## src/rtl/snn_pkg.sv

```systemverilog
// Shared constants and event word layout for the spike capture path.
// Latency: n/a. Backpressure: n/a.
package snn_pkg;
  localparam int POT_W      = 5;
  localparam int TS_W_DEF   = 11;
  localparam int DEPTH_DEF  = 8;
  localparam int DROP_W_DEF = 8;

  typedef struct packed {
    logic [TS_W_DEF-1:0] ts;
    logic [POT_W-1:0]    pot;
  } spike_evt_t;
endpackage

```

## src/rtl/spike_event_logger_if.sv

```systemverilog
// Event drain handshake: head-of-FIFO event word with valid/ready.
// Latency: n/a. Backpressure: consumer holds out_ready low to stall the head.
interface spike_event_logger_if
  import snn_pkg::*;
#(
  parameter int TS_W = TS_W_DEF
);
  logic                  out_valid;
  logic                  out_ready;
  logic [TS_W+POT_W-1:0] out_data;

  modport master (output out_valid, output out_data, input out_ready);
  modport slave  (input out_valid, input out_data, output out_ready);
endinterface

```

## src/rtl/spike_fifo.sv

```systemverilog
// Synchronous register-array FIFO with wrap-bit pointers and a registered level.
// Latency: 1 cycle push-to-dout. Backpressure: push accepted when full only with a same-cycle pop.
module spike_fifo #(
  parameter int W     = 16,
  parameter int DEPTH = 8,
  localparam int AW   = $clog2(DEPTH)
) (
  input  logic         clk,
  input  logic         reset,
  input  logic         push,
  input  logic         pop,
  input  logic [W-1:0] din,
  output logic [W-1:0] dout,
  output logic         full,
  output logic         empty,
  output logic [AW:0]  level
);
  localparam logic [AW:0] ONE = (AW+1)'(1);

  logic [W-1:0] mem [DEPTH];
  logic [AW:0]  wr_ptr;
  logic [AW:0]  rd_ptr;
  logic         do_push;
  logic         do_pop;

  assign do_pop  = pop & ~empty;
  assign do_push = push & (~full | do_pop);

  always_ff @(posedge clk) begin
    if (reset) begin
      wr_ptr <= '0;
      rd_ptr <= '0;
      level  <= '0;
      mem    <= '{default: '0};
    end else begin
      if (do_push) begin
        mem[wr_ptr[AW-1:0]] <= din;
        wr_ptr              <= wr_ptr + ONE;
      end
      if (do_pop) begin
        rd_ptr <= rd_ptr + ONE;
      end
      if (do_push != do_pop) begin
        level <= do_push ? level + ONE : level - ONE;
      end
    end
  end

  // Same address with differing wrap bits means the writer has lapped the reader.
  assign full  = (wr_ptr[AW] != rd_ptr[AW]) && (wr_ptr[AW-1:0] == rd_ptr[AW-1:0]);
  assign empty = (wr_ptr == rd_ptr);
  assign dout  = mem[rd_ptr[AW-1:0]];
endmodule

```

## src/rtl/spike_event_logger.sv

```systemverilog
// Timestamps neuron spike onsets with the pre-fire potential and queues them for readout.
// Latency: event visible 1 cycle after detect. Backpressure: none to the neuron; full FIFO drops and counts.
module spike_event_logger
  import snn_pkg::*;
#(
  parameter int DEPTH  = DEPTH_DEF,
  parameter int TS_W   = TS_W_DEF,
  parameter int DROP_W = DROP_W_DEF
) (
  input  logic                     clk,
  input  logic                     reset,
  input  logic                     spike_in,
  input  logic [POT_W-1:0]         state_in,
  input  logic                     clr_stats,
  spike_event_logger_if.master     evt_if,
  output logic [$clog2(DEPTH):0]   level,
  output logic                     overflow,
  output logic [DROP_W-1:0]        drop_count
);
  logic [TS_W-1:0]  ts;
  logic             spike_q;
  logic [POT_W-1:0] state_q;
  logic             evt;
  logic             pop;
  logic             push;
  logic             drop;
  logic             full;
  logic             empty;

  assign evt  = spike_in & ~spike_q;
  assign pop  = evt_if.out_valid & evt_if.out_ready;
  assign push = evt & (~full | pop);
  assign drop = evt & full & ~pop;

  assign evt_if.out_valid = ~empty;

  always_ff @(posedge clk) begin
    if (reset) begin
      ts      <= '0;
      spike_q <= 1'b0;
      state_q <= '0;
    end else begin
      ts      <= ts + TS_W'(1);
      spike_q <= spike_in;
      state_q <= state_in;
    end
  end

  // A drop coinciding with a clear restarts the count at one so the loss is not hidden.
  always_ff @(posedge clk) begin
    if (reset) begin
      overflow   <= 1'b0;
      drop_count <= '0;
    end else if (drop) begin
      overflow <= 1'b1;
      if (clr_stats) begin
        drop_count <= DROP_W'(1);
      end else if (drop_count != '1) begin
        drop_count <= drop_count + DROP_W'(1);
      end
    end else if (clr_stats) begin
      overflow   <= 1'b0;
      drop_count <= '0;
    end
  end

  spike_fifo #(
    .W     (TS_W + POT_W),
    .DEPTH (DEPTH)
  ) u_fifo (
    .clk   (clk),
    .reset (reset),
    .push  (push),
    .pop   (pop),
    .din   ({ts, state_q}),
    .dout  (evt_if.out_data),
    .full  (full),
    .empty (empty),
    .level (level)
  );
endmodule

```

## src/flat_wrapper.sv

```systemverilog
// flat-port wrapper written by rule: the top's interface ports become plain ports
module spike_event_logger_flat import snn_pkg::*;
#(
  parameter int DEPTH  = DEPTH_DEF,
  parameter int TS_W   = TS_W_DEF,
  parameter int DROP_W = DROP_W_DEF
)
  (clk, reset, spike_in, state_in, clr_stats, level, overflow, drop_count, evt_if_out_valid, evt_if_out_data, evt_if_out_ready);
  spike_event_logger_if #(.TS_W(TS_W)) evt_if_i ();
  input  logic clk;
  input  logic reset;
  input  logic spike_in;
  input  logic [POT_W-1:0] state_in;
  input  logic clr_stats;
  output logic [$clog2(DEPTH):0] level;
  output logic overflow;
  output logic [DROP_W-1:0] drop_count;
  output wire logic [$bits(evt_if_i.out_valid)-1:0] evt_if_out_valid;
  output wire logic [$bits(evt_if_i.out_data)-1:0] evt_if_out_data;
  input wire logic [$bits(evt_if_i.out_ready)-1:0] evt_if_out_ready;
  assign evt_if_out_valid = evt_if_i.out_valid;
  assign evt_if_out_data = evt_if_i.out_data;
  assign evt_if_i.out_ready = evt_if_out_ready;
  spike_event_logger #(.DEPTH(DEPTH), .TS_W(TS_W), .DROP_W(DROP_W)) u_core (.clk(clk), .reset(reset), .spike_in(spike_in), .state_in(state_in), .clr_stats(clr_stats), .evt_if(evt_if_i), .level(level), .overflow(overflow), .drop_count(drop_count));
endmodule
```

## config.mk

```make
export PLATFORM = sky130hd
export DESIGN_NAME = spike_event_logger_flat
export DESIGN_NICKNAME = d
export VERILOG_FILES = /design/src/rtl/snn_pkg.sv /design/src/rtl/spike_event_logger_if.sv /design/src/rtl/spike_fifo.sv /design/src/rtl/spike_event_logger.sv /design/src/flat_wrapper.sv
export SDC_FILE = /design/constraint.sdc
export NUM_CORES = 1
export LEC_CHECK = 0
export CAP_MARGIN = 0
export CORE_UTILIZATION = 54
export DETAILED_ROUTE_END_ITERATION = 8
export GPL_TIMING_DRIVEN = 0
export PLACE_DENSITY = 0.76
export SLEW_MARGIN = 20
export SYNTH_ARGS = -nofsm -noshare
export SYNTH_HDL_FRONTEND = slang
export SYNTH_SLANG_ARGS = --single-unit
export TNS_END_PERCENT = 20
```

## constraint.sdc

```tcl
create_clock -name clk -period 2.5 [get_ports clk]
set_input_delay 0.375 -clock clk [delete_from_list [all_inputs] [get_ports clk]]
set_output_delay 0.375 -clock clk [all_outputs]
set_load 0.02 [all_outputs]
```

==> flow_summary.json, run 1 <==
{
  "synth_most_common_cell": "dfxtp_1",
  "syn_to_final_growth_pct": 21.73,
  "dp_hpwl_um": 12270,
  "die_w_um": 120.8,
  "root_buffer": "clkbuf_16",
  "gp_congestion": 0.8571,
  "dr.first_iter.drc_count": 398,
  "overflow": 0,
  "reg2reg_slack_ns": 0.09,
  "fmax_mhz": 394.0,
  "grt_pass1_vias": 5622,
  "grt_use_met1": 0.3462,
  "muxShareOfSynthArea": 0.2905,
  "routedWlPerCell_um": 19.77,
  "reg2reg_to": "u_core.u_fifo.level[3]$_SDFFE_PP0P_",
  "pwr_density_cell_mw_per_mm2": 721.5,
  "nets": 800,
  "min_period_ns": 2.538,
  "yosys.area_share.adder": 0.01249,
  "synthXorXnorAreaFrac": 0.03549,
  "grt_usage": 0.2747,
  "avgSynthCellArea_um2": 10.79,
  "slew_headroom": 0.3630,
  "hold_ws_ns": 0.3885,
  "tightest_slew_ns": 0.9452,
  "synth_cell_types": 56,
  "crit_required_ns": 2.12,
  "yosys_most_used_dff": "dfxtp_1",
  "ant_nets": 0,
  "finalMaxSlewViolations": 0,
  "use_met3": 0.04104,
  "synth_compound_area_frac": 0.04239,
  "drive_gt1_frac": 0.2506,
  "synthTopCellsByArea": "dfxtp_1 (44%), mux2i_1 (17%), mux4_2 (9.5%)",
  "path_max_fanout": 7,
  "fp.dieH_um": 120.8,
  "grt_antenna_before_repair": 0,
  "hold_depth": 3,
  "design.core.area_mm2": 0.01383,
  "hold_end": "u_core.u_fifo.level[1]$_SDFFE_PP0P_",
  "grt_pass1_wl_um": 30240,
  "yosys_warnings": 0,
  "viasPerCell": 5.826,
  "hp-start": "evt_if_out_ready",
  "htreeDepth": 4,
  "crit_path_end_kind": "primary output",
  "timing.rr.start": "u_core.u_fifo.wr_ptr[1]$_SDFFE_PP0P_",
  "async_reset_ff_frac": 0,
  "maxCapViolations": 0,
  "syn-num-nets": 723,
  "dpl_cell_area_mm2": 0.008258,
  "clk_pin_slew_ns": 0.06,
  "grt_start_max_net_pins": 17,
  "status": "finished with violations",
  "fin_crit_sh": 1.015,
  "p_leak_nw": 3.823,
  "final_util": 0.6705,
  "vias": 5675,
  "holdBufCountCts": 0,
  "violations": "DRC, setup timing",
  "dp_cells": 923,
  "post-route-drc-count": 2,
  "synth_simple_gate_area_share": 0.1362,
  "irDropWorstVdd_mv": 0.6048,
  "use_met2": 0.4774,
  "tritoncts": "yes",
  "fin_tns_setup_ns": -0.03834,
  "clock_latency_ns": 0.43,
  "synth_top_family_by_area": "multiplexers",
  "synth.top_cell.area_share": 0.4363,
  "wl_um": 19260,
  "setup_ws_ns": -0.03834,
  "synth_edf_count": 0,
  "insertedDiodeCount": 0,
  "fill_cells": 977,
  "synth.top_cells.by_count": "dfxtp_1 (166), nor2_1 (161), mux2i_1 (131)",
  "numCtsBuffers": 17,
  "crit_path_start_kind": "flop",
  "synth_largest_area_cell": "dfxtp_1",
  "worst-setup-path-type": "reg -> out",
  "r2r_cells": 10,
  "rows": 43,
  "grt-busiest-layer": "met2",
  "clockBufferDepth": 2,
  "setup_viol": 1,
  "die_area_mm2": 0.01458,
  "cts.sinks": 166,
  "ys_ff_latch": 166,
  "fin_worst_skew_ns": 0.005546,
  "initial_core_util": 0.5508,
  "port_buffers": 37,
  "final_area_mm2": 0.009271,
  "drtPass1Iterations": 9,
  "arrival_ns": 2.16,
  "ys_seq_area_frac": 0.4363,
  "pre_cts_ws_ns": -0.8669,
  "synthCells": 706,
  "hp-class": "in -> reg",
  "final_cell_count_no_fill": 974,
  "p_total_mw": 6.689,
  "rsz0062_at_grt": "true",
  "syn-cell-area_mm2": 0.007616,
  "report.final.hold_viol_count": 0,
  "io_pins": 40
}
-- critical path, cell delays in order (launching register included) --
cell,delay (ns)
dfxtp_2,0.36
buf_12,0.16
buf_12,0.11
buf_16,0.12
mux4_2,0.54
mux2_4,0.30
buf_6,0.13
-- kinds of logic (layout without fill, tap and decap cells) --
kind of cell / count (synthesis) / after routing
AO/OA/AOI/OAI: 35 / 35
XOR/XNOR: 27 / 27
adder cells (fa/ha/maj): 7 / 7
buffers and inverters: 67 / 155
flip-flops: 166 / 166
multiplexers: 179 / 179
AND/OR/NAND/NOR: 225 / 225
-- registers in the layout (all words and copies together) (netlist names) --
signal / flops
u_core.u_fifo.mem: 128
u_core.spike_q: 1
u_core.drop_count: 8
u_core.u_fifo.level: 4
u_core.state_q: 5
u_core.ts: 11
u_core.overflow: 1
u_core.u_fifo.wr_ptr: 4
u_core.u_fifo.rd_ptr: 4
-- how the worst max path moves through the flow --
stage / start / to / slack (ns)
finish: u_core.u_fifo.rd_ptr[0]$_SDFFE_PP0P_ / evt_if_out_data[14] / -0.04
global route: u_core.u_fifo.rd_ptr[0]$_SDFFE_PP0P_ / evt_if_out_data[14] / -0.05
CTS: u_core.u_fifo.rd_ptr[0]$_SDFFE_PP0P_ / u_core.u_fifo.level[3]$_SDFFE_PP0P_ / -0.07
detailed placement: u_core.u_fifo.rd_ptr[1]$_SDFFE_PP0P_ / evt_if_out_data[6] / -0.87
global placement: u_core.u_fifo.rd_ptr[1]$_SDFFE_PP0P_ / evt_if_out_data[6] / -0.88
floorplan: u_core.u_fifo.rd_ptr[0]$_SDFFE_PP0P_ / u_core.u_fifo.level[3]$_SDFFE_PP0P_ / 0.003
-- cell type report --
cell class / count / area, um^2 / share of cell area
clock buffer: 23 / 498.0 / 0.05371
clock inverter: 7 / 117.6 / 0.01269
tap: 180 / 225.2 / 0.02429
timing repair buffer: 60 / 569.3 / 0.06140
sequential: 166 / 3331 / 0.3592
buffer: 62 / 464.2 / 0.05007
multi-input combinational: 473 / 4055 / 0.4374
inverter: 3 / 11.26 / 0.001215
-- report_power, final --
group | switching (mW) | internal (mW) | total, mW
logic | 0.629 | 0.586 | 1.21
registers | 0.0458 | 2.69 | 2.74
clock network | 1.04 | 1.69 | 2.74
total | 1.72 | 4.97 | 6.69
-- repair_timing --
item                       in CTS  in global routing
cloned                          1                  1
pin swaps                       4                  8
gates resized for setup       113                 34
setup endpoints to repair      20                 40
setup buffers                   9                 12
-- metal layers --
metal | routed length [um] | vias up
met1 | 8265 | 2861
met2 | 9832 | 180
met4 | 333 | 0
li1 | - | 2607
met5 | 0 | -
met3 | 825 | 27
-- placed cells by master, fill, tap and decap left out, types with 5 or more instances in the layout --
| cell type | n |
|---|---|
| clkbuf_16 | 20 |
| nand3_1 | 12 |
| xor2_1 | 10 |
| clkbuf_1 | 22 |
| buf_2 | 30 |
| nor2_1 | 161 |
| dfxtp_1 | 160 |
| buf_6 | 15 |
| ha_1 | 5 |
| mux2_2 | 12 |
| clkdlybuf4s50_1 | 20 |
| buf_12 | 5 |
| a21oi_1 | 7 |
| dfxtp_2 | 6 |
| mux2i_1 | 131 |
| nor4_2 | 5 |
| and3_1 | 5 |
| buf_4 | 20 |
| nand2_1 | 9 |
| o21ai_4 | 5 |
| clkbuf_8 | 6 |
| nor2b_1 | 9 |
| mux4_2 | 32 |
| xnor2_1 | 12 |
No activity file was read; power rests on OpenSTA's default activity.
==> run 2, diff against run 1 <==
Settings changed: TNS_END_PERCENT 20 to not set.
==> flow_summary.json, run 2 (synthesis gave the netlist of run 1 again) <==
{
  "status": "finished with violations",
  "violations": "DRC, setup timing",
  "clockBufferDepth": 2,
  "p_int_mw": 4.991,
  "finalMaxSlewViolations": 0,
  "setup_ws_ns": -0.008654,
  "port_buffers": 37,
  "p_switching_mw": 1.723,
  "p_clk_frac": 0.405,
  "clock_latency_ns": 0.43,
  "routedWlPerCell_um": 19.72,
  "reg2reg_to": "u_core.u_fifo.level[3]$_SDFFE_PP0P_",
  "rows": 43,
  "setup_viol": 1,
  "reg.largest.list": "u_core.u_fifo.mem (128), u_core.ts (11), u_core.drop_count (8)",
  "final_cell_count_no_fill": 976,
  "insertedDiodeCount": 0,
  "gp_congestion": 0.8571,
  "ant_nets": 0,
  "clk_pin_slew_ns": 0.06,
  "hp-class": "in -> reg",
  "min_period_ns": 2.509,
  "grt_usage": 0.2749,
  "root_buffer": "clkbuf_16",
  "io_pins": 40,
  "vias": 5684,
  "irDropWorstVdd_mv": 0.6041,
  "tightest_slew_ns": 0.9525,
  "hold_ws_ns": 0.4117,
  "report.final.hold_viol_count": 0,
  "path_max_fanout": 5,
  "p_leak_nw": 3.831,
  "fp.dieH_um": 120.8,
  "htreeDepth": 4,
  "syn_to_final_growth_pct": 21.92,
  "holdBufCountCts": 0,
  "r2r_cells": 10,
  "die_area_mm2": 0.01458,
  "timing.rr.start": "u_core.u_fifo.wr_ptr[0]$_SDFFE_PP0P_",
  "grt_start_max_net_pins": 17,
  "slew_headroom": 0.3581,
  "drtPass1Iterations": 9,
  "nets": 802,
  "initial_core_util": 0.5508,
  "crit_path_start_kind": "flop",
  "grt_pass1_vias": 5648,
  "dp_hpwl_um": 12270,
  "cts.sinks": 166,
  "crit_path_end_kind": "flop",
  "top_register": "u_core.u_fifo.mem",
  "crit_required_ns": 2.85,
  "wl_um": 19250,
  "fin_tns_setup_ns": -0.008654,
  "die_w_um": 120.8,
  "viasPerCell": 5.824,
  "reg2reg_slack_ns": -0.009,
  "fill_cells": 985,
  "design.core.area_mm2": 0.01383,
  "hp-start": "evt_if_out_ready",
  "fin_crit_sh": 1.003,
  "post-route-drc-count": 2,
  "final_common_cell": "nor2_1",
  "maxCapViolations": 0,
  "drive_gt1_frac": 0.2575,
  "largest_register_ffs": 128,
  "swShare": 0.2566,
  "p_comb_frac": 0.187,
  "dr.first_iter.drc_count": 397,
  "fmax_mhz": 398.6,
  "overflow": 0,
  "rsz0062_at_grt": "true",
  "hold_end": "u_core.u_fifo.level[1]$_SDFFE_PP0P_",
  "layout_common_cells": "nor2_1 (161), dfxtp_1 (159), mux2i_1 (131)",
  "pwr_density_cell_mw_per_mm2": 723.0,
  "numCtsBuffers": 17,
  "worst-setup-path-type": "reg -> reg",
  "hold_depth": 3,
  "arrival_ns": 2.86,
  "fin_worst_skew_ns": 0.008469,
  "tritoncts": "yes",
  "grt_antenna_before_repair": 0,
  "power_frac_seq": 0.408,
  "grt_pass1_wl_um": 30180,
  "dp_cells": 923
}
==> run 2: cell types whose count changed in the layout (fill, tap and decap cells not counted), sizes merged <==
cell,before,now
buf,74,76
clkdlybuf4s50,20,21
dlygate4sd2,1,0
==> run 2: cell type report <==
class                   instances  area, um^2  share of cell area
clock inverters                 7       117.6             0.01267
flip-flops and latches        166        3332              0.3588
plain buffers                  62       464.2             0.04999
clock buffers                  23       498.0             0.05363
inverters                       3       11.26            0.001213
well taps                     180       225.2             0.02426
multi-input cells             473        4076              0.4390
repair buffers                 62       560.5             0.06037
==> run 2: timing repair <==
item	CTS	global route
pin swaps	5	14
buffers inserted	11	12
cloned	1	1
resized for setup	119	26
setup endpoints to repair	20	22
==> run 2: metrics by stage <==
step	instance area [um^2]	power, mW	worst slack [ns]	utilization
after floorplan	7662	3.479	0.002740	-
after global placement	8258	3.711	-0.8844	0.5972
after detailed placement	8258	3.737	-0.8669	0.5972
after CTS	9117	6.672	-0.04276	0.6594
after global routing	9285	6.930	-0.08651	0.6715
final	9285	6.713	-0.008654	0.6715
==> run 2: worst max path at each step <==
stage | slack, ns | from | to
2_1_floorplan | 0.003 | u_core.u_fifo.rd_ptr[0]$_SDFFE_PP0P_ | u_core.u_fifo.level[3]$_SDFFE_PP0P_
3_3_place_gp | -0.88 | u_core.u_fifo.rd_ptr[1]$_SDFFE_PP0P_ | evt_if_out_data[6]
3_5_place_dp | -0.87 | u_core.u_fifo.rd_ptr[1]$_SDFFE_PP0P_ | evt_if_out_data[6]
4_1_cts | -0.04 | u_core.u_fifo.rd_ptr[1]$_SDFFE_PP0P_ | u_core.u_fifo.level[3]$_SDFFE_PP0P_
5_1_grt | -0.09 | u_core.u_fifo.wr_ptr[0]$_SDFFE_PP0P_ | u_core.u_fifo.level[3]$_SDFFE_PP0P_
6_report | -0.009 | u_core.u_fifo.wr_ptr[0]$_SDFFE_PP0P_ | u_core.u_fifo.level[3]$_SDFFE_PP0P_
==> run 2: power by group through the flow <==
stage                     Sequential (mW)  Combinational, mW  Clock, mW
after CTS                            2.74               1.18       2.75
after floorplan                      2.80              0.679          0
after global routing                 2.74               1.32       2.86
final                                2.74               1.26       2.72
after global placement               2.78              0.926          0
after detailed placement             2.79              0.946          0
==> run 2: worst max-delay path: stages, from the launching register on <==
cell and delay [ns]:
dfxtp_2 0.33, buf_6 0.13, xor2_4 0.19, or3_4 0.39
o21ai_4 0.21, ha_4 0.25, a21oi_2 0.13, nand2_1 0.07
or3_4 0.40, and3b_1 0.18, nor3_2 0.14
==> run 2: layer usage <==
layer / part of all wire / wire length, um / vias to the layer above / track usage
li1: - / - / 2608 / -
met1: 0.43 / 8249 / 2858 / 0.3450
met2: 0.51 / 9734 / 182 / 0.4745
met3: 0.043 / 834 / 36 / 0.04292
met4: 0.022 / 432 / 0 / 0.1049
met5: 0 / 0 / - / 0
==> run 3, diff against run 2 <==
Settings changed: CAP_MARGIN 0 to not set.
==> results of run 3 <==
No change in the layout: final DEF, timing and power equal those of run 2.
